File: src/rtl/pri_enc_pkg.sv
// Shared types and constants for the priority-encoder serializer.
// Holds the FSM state encoding and the selection-mode constants.
package pri_enc_pkg;

  typedef enum logic {
    IDLE = 1'b0,
    SCAN = 1'b1
  } state_e;

  localparam int MODE_FIXED = 0;
  localparam int MODE_RR    = 1;

endpackage

File: src/rtl/pri_pick.sv
// Combinational picker: first set bit at or above ptr, else lowest set bit.
// Also reports whether any bit is set and whether exactly one bit is set.
module pri_pick
  import pri_enc_pkg::*;
#(
  parameter int N = 8,
  localparam int W = $clog2(N)
) (
  input  logic [N-1:0] vec,
  input  logic [W-1:0] ptr,
  output logic [W-1:0] idx,
  output logic         found,
  output logic         single
);

  logic [N-1:0] mask;
  logic [N-1:0] masked;
  logic [N-1:0] src;

  for (genvar gi = 0; gi < N; gi++) begin : g_mask
    assign mask[gi] = (gi >= int'(ptr));
  end

  assign masked = vec & mask;
  // Nothing at or above ptr means the search wraps to the unmasked vector.
  assign src    = (|masked) ? masked : vec;

  always_comb begin
    idx = '0;
    for (int i = N - 1; i >= 0; i--) begin
      if (src[i]) idx = W'(i);
    end
  end

  assign found  = |vec;
  assign single = found && ((vec & (vec - N'(1))) == '0);

endmodule

File: src/rtl/pri_enc_serializer.sv
// Accepts a multi-hot request vector and emits the index of each set bit,
// one per output handshake, in fixed-priority or round-robin order.
module pri_enc_serializer
  import pri_enc_pkg::*;
#(
  parameter int N    = 8,
  parameter int MODE = 0,
  localparam int W   = $clog2(N)
) (
  input  logic         clk,
  input  logic         rst_n,
  input  logic         in_valid,
  output logic         in_ready,
  input  logic [N-1:0] in_vec,
  output logic         out_valid,
  input  logic         out_ready,
  output logic [W-1:0] out_idx,
  output logic         out_last,
  output logic         zero_pulse,
  output logic         busy
);

  state_e       state_q, state_d;
  logic [N-1:0] pending_q, pending_d;
  logic [W-1:0] ptr_q, ptr_d;
  logic         zero_q, zero_d;

  logic [W-1:0] pick_idx;
  logic         pick_found;
  logic         pick_single;

  pri_pick #(.N(N)) u_pick (
    .vec    (pending_q),
    .ptr    (ptr_q),
    .idx    (pick_idx),
    .found  (pick_found),
    .single (pick_single)
  );

  always_comb begin
    state_d   = state_q;
    pending_d = pending_q;
    ptr_d     = ptr_q;
    zero_d    = 1'b0;
    in_ready  = 1'b0;
    out_valid = 1'b0;
    unique case (state_q)
      IDLE: begin
        in_ready = 1'b1;
        if (in_valid) begin
          if (in_vec == '0) begin
            zero_d = 1'b1;
          end else begin
            pending_d = in_vec;
            state_d   = SCAN;
          end
        end
      end
      SCAN: begin
        out_valid = 1'b1;
        if (out_ready) begin
          pending_d = pending_q & ~(N'(1) << pick_idx);
          // Wrap at N so a non-power-of-two width never points past N-1.
          if (MODE == MODE_RR) begin
            ptr_d = (pick_idx == W'(N - 1)) ? '0 : pick_idx + W'(1);
          end
          if (pick_single || !pick_found) state_d = IDLE;
        end
      end
      default: state_d = IDLE;
    endcase
  end

  always_ff @(posedge clk or negedge rst_n) begin
    if (!rst_n) begin
      state_q   <= IDLE;
      pending_q <= '0;
      ptr_q     <= '0;
      zero_q    <= 1'b0;
    end else begin
      state_q   <= state_d;
      pending_q <= pending_d;
      ptr_q     <= ptr_d;
      zero_q    <= zero_d;
    end
  end

  assign out_idx    = pick_idx;
  assign out_last   = pick_single;
  assign zero_pulse = zero_q;
  assign busy       = (state_q == SCAN);

endmodule
File: config.mk
export PLATFORM = sky130hd
export DESIGN_NAME = pri_enc_serializer
export DESIGN_NICKNAME = d
export VERILOG_FILES = /design/src/rtl/pri_enc_pkg.sv /design/src/rtl/pri_pick.sv /design/src/rtl/pri_enc_serializer.sv
export SDC_FILE = /design/constraint.sdc
export NUM_CORES = 1
export LEC_CHECK = 0
export ABC_AREA = 1
export CAP_MARGIN = 0
export CORE_UTILIZATION = 50
export DETAILED_ROUTE_END_ITERATION = 12
export PLACE_DENSITY_LB_ADDON = 0.08
export REMOVE_ABC_BUFFERS = 1
export SLEW_MARGIN = 10
export SYNTH_ARGS = -nofsm -noshare
export SYNTH_HDL_FRONTEND = slang
export SYNTH_HIERARCHICAL = 1
export SYNTH_SLANG_ARGS = --single-unit
File: constraint.sdc
create_clock -name clk -period 3.75 [get_ports clk]
set_input_delay 0.5625 -clock clk [delete_from_list [all_inputs] [get_ports clk]]
set_output_delay 0.5625 -clock clk [all_outputs]
set_load 0.1 [all_outputs]
==> metrics.txt <==
outcome=finished clean; worst-path fanout max=7; layout cells sized above 1=11.05%; post-synthesis cell count=155; DR WL/cell=11.00 microns; full die area=2052 sq um; Area contributors post-synth=dfrtp_1 27%, nand2_1 20%, nand3_1 15%, nor2_1 6.0%, inv_1 5.6%; Clock Sinks=10; Post-Syn Area=937.1 sq um; Final ANT Viol Nets=0; Final Hold Fails=0; vias in the first global route=969; die height=45.30 microns; FF/Latch Area=250.2 sq um; CP arrival=2.31 ns; final period utilization=76.58%; synth warn=6; Initial Util=53.69%; Die Wd=45.30 microns; total grt overflow=0; count leader, synth=nand2_1; Setup crit end kind=primary output; gr busiest metal=met2; total wire length=2364 microns; clock root buffer=clkbuf_4; global-route wire length before repair=3884 microns; CP Cell Sequence=inv_1 > nor2_1 > nand2_1 > nand2_2 > nor2_4 > nand2_4 > o21ai_1 > or2_1 > nor3b_2 > buf_4; Startpoint Class=flip-flop; DRC marker count from the first detailed-route iteration=30; pin count of the biggest net entering global routing=15; post-synthesis adder-cell area fraction=0%; GR Util met1=32.26%; Clock transition at path regs=0.07 ns; Synth top cells by count=51 x nand2_1, 29 x nand3_1, 15 x nor2_1; vias=1092; Post-DP HPWL=1838 microns; dominant cell type by area after synthesis=dfrtp_1; Final Cell Area=1222 sq um; Post-CTS Hold Buffers=0; Max Slew Vio Count=0; gp weighted congestion=0.8676; Highest Clock Rate=348.2 MHz; io pins=20; Slew Limit Headroom=34.75%; M3 GR Usage=2.800%; main combinational cell family by area after synthesis=simple AND/OR/NAND/NOR gates; DR vias/cell=5.079; Clk Latency, worst-skew pair=0.27 ns; area of the multi-input gates=664.4 sq um; Longest Clk Path Bufs=2; P&R area growth vs syn=30.44%; Max Cap Violations=0; simple-gate share of the synthesized area=52.87%; Post CTS Setup Buffer Count=0; CP max stage delay=0.43 ns; mux cell area share after synthesis=0%; initial antenna violation count=0; Syn Area/Cell=6.046 sq um; endpoints failing setup=0; slowest stage cell, crit path=dfrtp_1; post-synthesis compound-gate area fraction=12.02%; port bufs=19; Setup Skew=0.001182 ns; RSZ-0062 raised after global routing=no; placed instance area=1186 sq um; HP Class=flip-flop to flip-flop; Crit Path Category=flip-flop to primary output; XOR/XNOR Fraction of Synth Area=0%; Filler cells=163; Post-synth EDFFs=0; DRC Markers=0; Yosys top cell area share=26.70%; nets=203; core footprint=1745 sq um; first-pass iteration count of the detailed router=4; CTS H-tree depth=1; post-synthesis sequential area ratio=26.70%; Diodes inserted=0; Top FF cell, synth=dfrtp_1; post-synthesis cell type count=25; ys async rst share=100.0%; Core Rows=15; Num CTS Buffers=3; required time worst endpoint=3.19 ns; Worst-Margin Slew=0.9757 ns; TritonCTS clock tree=yes; FF+latch count, synth=10; Post-CTS Resized=0; GRT Util Overall=25.96%; met2 Use GR=45.80%; Tmin final=2.872 ns
[registers in the layout (all words and copies together), names as in the netlist]
| register | cells |
|---|---|
| pending_q | 8 |
| busy | 1 |
| zero_pulse | 1 |
[critical path: cells and delay by family, from the launching register on]
family	cells	cell delay, ns
AND/OR/NAND/NOR	7	1.05
AO/OA/AOI/OAI	1	0.09
flip-flops	1	0.43
buffers and inverters	2	0.46
[layout by cell type (no fill, tap or decap), drive strengths merged]
master,n
a21oi,6
nand3,29
a21boi,1
nor2,17
o21ai,9
a211oi,1
nand2,58
dfrtp,10
conb,15
clkinv,1
nor3b,1
clkdlybuf4s50,15
buf,4
or2,1
nor4,1
clkbuf,4
nand4,1
o211ai,1
inv,15
[through the flow]
stage	setup WS, ns	hold slack [ns]	instances	util, %	setup TNS (ns)
after floorplan	-0.04612	0.2669	167	-	-0.04943
after global placement	1.208	0.5172	211	67.96	0
after detailed placement	1.226	0.5222	211	67.96	0
after CTS	0.8984	0.5400	215	70.04	0
after global routing	0.7440	0.5739	215	70.04	0
final	0.8784	0.5445	215	70.04	0
[path summary, 6_finish.rpt]
kind                               from            to  slack [ns]  cells after the start
max                        pending_q[0]    out_idx[2]        0.88                     10
min                        pending_q[3]  pending_q[3]        0.54                      2
max reg2reg                pending_q[0]  pending_q[1]        1.49                     15
min reg2reg                pending_q[3]  pending_q[3]        0.54                      2
max in group asynchronous         rst_n  pending_q[7]        2.83                      1
min in group asynchronous         rst_n  pending_q[2]        0.61                      1
[cell families after synthesis]
group           after synthesis
simple gates                108
buf+inv                      18
compound gates               18
other cells                   1
flops                        10
[layer usage]
layer	up-vias	wire, microns
met3	6	118
met2	39	1180
met5	-	0
met4	0	42
met1	486	1022
li1	561	-
[cell type report]
class | instances | area share [%]
Timing Repair Buffer | 19 | 14.74
Multi-Input combinational cell | 141 | 54.35
Inverter | 16 | 4.913
Clock buffer | 4 | 2.968
Tap cell | 25 | 2.559
Sequential cell | 10 | 20.47
Power is not shown: default switching activity piles up to over one toggle a cycle in this logic, so the estimate is an artifact.
